[src/rtl/gpio_pkg.sv]
// gpio_pkg: register offsets and helpers shared by the GPIO port
package gpio_pkg;
    localparam int REGADR_W = 3;
    localparam logic [REGADR_W-1:0] GPIO_DATA   = 3'd0;
    localparam logic [REGADR_W-1:0] GPIO_OE     = 3'd1;
    localparam logic [REGADR_W-1:0] GPIO_STATUS = 3'd2;
    localparam logic [REGADR_W-1:0] GPIO_MASK   = 3'd3;
    localparam logic [REGADR_W-1:0] GPIO_EDGE   = 3'd4;
    localparam logic [REGADR_W-1:0] GPIO_BOTH   = 3'd5;
    localparam logic [REGADR_W-1:0] GPIO_SET    = 3'd6;
    localparam logic [REGADR_W-1:0] GPIO_CLR    = 3'd7;
    function automatic int arm_cycles(input int nsync, input int deb);
        return nsync + deb + 1;
    endfunction
endpackage

[src/rtl/gpio_debounce.sv]
// gpio_debounce: one-bit filter, output follows input only after DEB_CYC consecutive disagreeing cycles
module gpio_debounce #(
    parameter int DEB_CYC = 4
) (
    input  logic clk,
    input  logic rst,
    input  logic d,
    output logic q
);
    localparam int CW = $clog2(DEB_CYC + 1);
    logic [CW-1:0] cnt;
    always_ff @(posedge clk)
        if (rst) begin
            cnt <= '0;
            q   <= 1'b0;
        end else if (d == q)
            cnt <= '0;
        else if (cnt == CW'(DEB_CYC - 1)) begin
            cnt <= '0;
            q   <= d;
        end else
            cnt <= cnt + 1'b1;
endmodule

[src/rtl/gpio_port.sv]
// gpio_port: parametrised GPIO with set/clear writes, filtered inputs, edge capture and masked irq
module gpio_port
    import gpio_pkg::*;
#(
    parameter int WIDTH   = 8,
    parameter int NSYNC   = 2,
    parameter int DEB_CYC = 0
) (
    input  logic                clk,
    input  logic                rst,
    input  logic                sel,
    input  logic                wr,
    input  logic [REGADR_W-1:0] regadr,
    input  logic [31:0]         wdata,
    output logic [31:0]         rdata,
    input  logic [WIDTH-1:0]    gp_in,
    output logic [WIDTH-1:0]    gp_out,
    output logic [WIDTH-1:0]    gp_oe,
    output logic                irq
);
    localparam int ARM_N = arm_cycles(NSYNC, DEB_CYC);
    localparam int AW    = $clog2(ARM_N + 1);
    logic [NSYNC-1:0][WIDTH-1:0] sync;
    logic [WIDTH-1:0] pin_f, prev, out_r, oe_r, status, mask, edge_sel, both;
    logic [WIDTH-1:0] wd, ev, w1c, status_nx, mask_nx, out_nx, rsel;
    logic [AW-1:0]    arm_cnt;
    logic             armed, we, unused_wdata;
    assign we           = sel & wr;
    assign wd           = wdata[WIDTH-1:0];
    assign unused_wdata = ^wdata;
    assign gp_out       = out_r;
    assign gp_oe        = oe_r;
    assign rdata        = sel ? 32'(rsel) : 32'd0;
    always_ff @(posedge clk)
        sync <= rst ? '0 : {sync[NSYNC-2:0], gp_in};
    if (DEB_CYC == 0) begin : g_bypass
        assign pin_f = sync[NSYNC-1];
    end else begin : g_deb
        for (genvar i = 0; i < WIDTH; i++) begin : g_bit
            gpio_debounce #(.DEB_CYC(DEB_CYC)) u_deb (
                .clk(clk),
                .rst(rst),
                .d  (sync[NSYNC-1][i]),
                .q  (pin_f[i])
            );
        end
    end
    // events are held off until the input pipeline has settled after reset
    always_comb begin
        ev        = armed ? ((pin_f & ~prev & ~edge_sel) | (~pin_f & prev & edge_sel) | (both & (pin_f ^ prev))) : '0;
        w1c       = (we && regadr == GPIO_STATUS) ? wd : '0;
        status_nx = (status & ~w1c) | ev;
        mask_nx   = (we && regadr == GPIO_MASK) ? wd : mask;
        out_nx    = !we                  ? out_r :
                    regadr == GPIO_DATA  ? wd :
                    regadr == GPIO_SET   ? (out_r | wd) :
                    regadr == GPIO_CLR   ? (out_r & ~wd) : out_r;
        rsel      = regadr == GPIO_DATA   ? pin_f :
                    regadr == GPIO_OE     ? oe_r :
                    regadr == GPIO_STATUS ? status :
                    regadr == GPIO_MASK   ? mask :
                    regadr == GPIO_EDGE   ? edge_sel :
                    regadr == GPIO_BOTH   ? both : '0;
    end
    always_ff @(posedge clk)
        if (rst) begin
            out_r    <= '0;
            oe_r     <= '0;
            status   <= '0;
            mask     <= '0;
            edge_sel <= '0;
            both     <= '0;
            prev     <= '0;
            irq      <= 1'b0;
            arm_cnt  <= '0;
            armed    <= 1'b0;
        end else begin
            out_r    <= out_nx;
            oe_r     <= (we && regadr == GPIO_OE) ? wd : oe_r;
            status   <= status_nx;
            mask     <= mask_nx;
            edge_sel <= (we && regadr == GPIO_EDGE) ? wd : edge_sel;
            both     <= (we && regadr == GPIO_BOTH) ? wd : both;
            prev     <= pin_f;
            irq      <= |(status_nx & mask_nx);
            if (!armed) begin
                if (arm_cnt == AW'(ARM_N - 1))
                    armed <= 1'b1;
                else
                    arm_cnt <= arm_cnt + 1'b1;
            end
        end
endmodule

[config.mk]
export PLATFORM = sky130hd
export DESIGN_NAME = gpio_port
export DESIGN_NICKNAME = d
export VERILOG_FILES = /design/src/rtl/gpio_pkg.sv /design/src/rtl/gpio_debounce.sv /design/src/rtl/gpio_port.sv
export SDC_FILE = /design/constraint.sdc
export NUM_CORES = 1
export LEC_CHECK = 0
export CORE_ASPECT_RATIO = 0.75
export CORE_MARGIN = 4
export CORE_UTILIZATION = 30
export CTS_BUF_LIST = sky130_fd_sc_hd__clkbuf_2 sky130_fd_sc_hd__clkbuf_4 sky130_fd_sc_hd__clkbuf_8
export DETAILED_ROUTE_END_ITERATION = 7
export GPL_ROUTABILITY_DRIVEN = 0
export REMOVE_ABC_BUFFERS = 1
export SYNTH_ARGS = -nofsm -noshare
export SYNTH_HDL_FRONTEND = slang
export SYNTH_SLANG_ARGS = --single-unit
[constraint.sdc]
create_clock -name clk -period 3.38 [get_ports clk]
set_input_delay 0.676 -clock clk [delete_from_list [all_inputs] [get_ports clk]]
set_output_delay 0.676 -clock clk [all_outputs]
set_load 0.01 [all_outputs]
==> out/results.txt <==
Outcome -> completed
Routed WL per cell -> 15.4 um
Post-DP HPWL -> 7130 um
Post-Synth XOR/XNOR Area -> 0.231%
First-pass GRT wire length -> 16000 um
Top-area cell type share of the netlist area -> 40.1%
P_leak -> 1.92 nW
Crit-path slowest cell -> a221oi_2
Crit. End Element -> primary output
Clock transition at the registers of the reported paths -> 80 ps
Clock power frac -> 34.5%
Total number of vias -> 3052
CTS tree -> yes
Synth Register Bits -> 76
Die width -> 138 um
Period utilisation layout -> 92.6%
Initial antenna violation count -> 0
Antenna viol nets, final -> 0
Switching Fraction -> 27.1%
Adder-Cell Fraction of Synth Area -> 5.61%
Compound-Gate Fraction of Synth Area -> 15.3%
Layout cell share with drive strength beyond 1 -> 15.1%
Peak Freq -> 319 MHz
IO Pins -> 96
Final Net Count -> 545
Seq/Total Area, Yosys -> 40.1%
Unrepaired setup endpoints after global routing -> false
# H-tree levels -> 3
CTS Buf Count -> 9
WP buf/inv -> 4
Cell accounting for the most synthesized area -> dfxtp_1
Mapped Area -> 3790 um^2
Final worst clock skew -> 9.39 ps
Die ar. -> 14500 um^2
Std-Cell Core Area -> 12300 um^2
DR pass1 iterations -> 4
Post-CTS Setup Bufs -> 0
Util after Layout -> 38.0%
Synth area leaders -> dfxtp_1 (40%), mux2i_1 (6.6%), ha_1 (5.6%)
FF/Latch Area -> 1520 um^2
Cell Int Power -> 1.36 mW
Final wirelength -> 10000 um
CP startpoint kind -> primary input
Gr usage total -> 14.5%
CTS Sinks -> 76
Commonest cells after routing, fill and taps aside -> dfxtp_1 (76), nor2_1 (47), o21ai_0 (38), clkdlybuf4s50_1 (35), nor2b_1 (33)
IR Drop Worst-Case VDD -> 172 uV
Dpl cells -> 636
Die Y -> 105 um
Slew margin rel. -> 39.7%
FP Rows -> 35
Clk Latency, worst-skew pair -> 370 ps
Layout fillers -> 1266
Final hold vios -> 0
Max cap viols -> 0
Area of the multi-input gates -> 2030 um^2
CP peak stage delay -> 310 ps
Hold Crit Class -> reg2reg
Vias in the first global route -> 3067
Final setup violation count -> 0
Reg power frac -> 51.5%
Worst Path Required -> 2700 ps
Synth Area in Simple Gates -> 17.3%
Synth Warn # -> 0
PwrDens -> 399 nW/um^2
Clk buf depth -> 2
ANT cells -> 0
Kind of critical path -> in2out
Mean Syn Cell Area -> 9.07 um^2
CP top delay family -> buffers and inverters
Largest net degree at the start of global routing -> 57
Cells after Synth -> 418
Clk root buf -> clkbuf_8
Initial DRC Count -> 338
Most common cell after layout, fill and taps aside -> dfxtp_1
Arr. time, crit path -> 2450 ps
Worst-Margin Slew -> 902 ps
Cell breakdown of the critical path -> dlygate4sd2_1 > buf_4 > nor2b_1 > buf_4 > a22o_1 > a22oi_1 > o2bb2ai_1 > a221oi_2 > dlygate4sd2_1
CP max FO -> 5
Sw power -> 0.505 mW
Total grt overflow -> 0
DR DRC count -> 0
Main combinational cell family by area after synthesis -> simple AND/OR/NAND/NOR gates
Layout area overhead -> 23.5%
Vias per cell -> 4.69
Slew Limit Fails -> 0
Port Buf Inserts -> 47
Synth unique cells -> 37
Mux cell area share after synthesis -> 12.0%
Initial Util -> 30.8%
Combinational power share -> 13.9%
Tmin final -> 3130 ps
Final non-filler cell total -> 651
-- logic make-up (layout without fill, tap and decap cells) --
kind of cell | Yosys count | count (layout)
other | 1 | 24
multiplexers | 42 | 42
flip-flops | 76 | 76
adder cells (fa/ha/maj) | 17 | 17
XOR/XNOR | 1 | 1
buffers and inverters | 64 | 108
AND/OR/NAND/NOR | 125 | 125
AO/OA/AOI/OAI | 92 | 92
-- cell usage after synthesis, drive strengths merged --
cell type  number
dfxtp          76
nor2           48
o21ai          38
nor2b          34
buf            31
mux2i          25
nand2          24
inv            18
a21oi          17
ha             17
mux2           17
clkbuf         15
a22oi          11
nand2b          9
a221oi          7
a22o            7
o2bb2ai         7
or2             3
a211oi          2
and2            2
nor3            2
a41oi           1
conb            1
nand3           1
nand4b          1
nor4            1
o21bai          1
o31ai           1
xnor2           1
-- per-stage QoR --
stage | total power, mW | worst slack [ps] | hold slack (ps) | area, um^2 | TNS (ps)
4_1_cts | 1.89 | 57.5 | 444 | 4680 | 0
2_1_floorplan | 1.10 | 790 | 414 | 3590 | 0
3_3_place_gp | 1.23 | -328 | 417 | 4490 | -1650
5_1_grt | 1.97 | 133 | 467 | 4680 | 0
6_report | 1.87 | 249 | 439 | 4680 | 0
3_5_place_dp | 1.24 | -343 | 425 | 4490 | -1800
-- metal layers --
layer | vias up | global-route usage (%) | part of all wire, %
li1 | 1498 | - | -
met1 | 1449 | 19.1 | 47
met2 | 95 | 22.2 | 44
met3 | 10 | 5.58 | 7.3
met4 | 0 | 3.74 | 1.1
met5 | - | 0 | 0
-- final timing paths --
path                        from  cells past startpoint             endpoint  slack, ps
min reg2reg   sync[0]$_SDFF_PP0_                      1  pin_f[0]$_SDFF_PP0_        440
max                    regadr[2]                      9             rdata[4]        250
min           sync[0]$_SDFF_PP0_                      1  pin_f[0]$_SDFF_PP0_        440
max reg2reg  pin_f[4]$_SDFF_PP0_                      7       irq$_SDFF_PP0_       1540
-- final cells by class --
cell class / instances / share of cell area, %
repair buffers: 75 / 14.5
clock inverters: 2 / 0.214
inverters: 18 / 1.44
multi-input cells: 301 / 43.4
well taps: 166 / 4.44
flip-flops and latches: 76 / 32.5
clock buffers: 13 / 3.55
-- power by group through the flow --
| stage | clock [mW] | combinational, mW | sequential, mW |
|---|---|---|---|
| 2_1_floorplan | 0 | 0.126 | 0.970 |
| 3_3_place_gp | 0 | 0.254 | 0.980 |
| 3_5_place_dp | 0 | 0.260 | 0.983 |
| 4_1_cts | 0.666 | 0.260 | 0.962 |
| 5_1_grt | 0.715 | 0.289 | 0.965 |
| 6_report | 0.645 | 0.260 | 0.962 |
-- timing repair --
action | in CTS | in global routing
hold buffers | 0 | 0
gates resized for setup | 15 | 1
endpoints found under the hold margin | 0 | 0
pin swaps | 1 | 0
setup endpoints to repair | 8 | 1
Power figures use the tool's default switching activity.
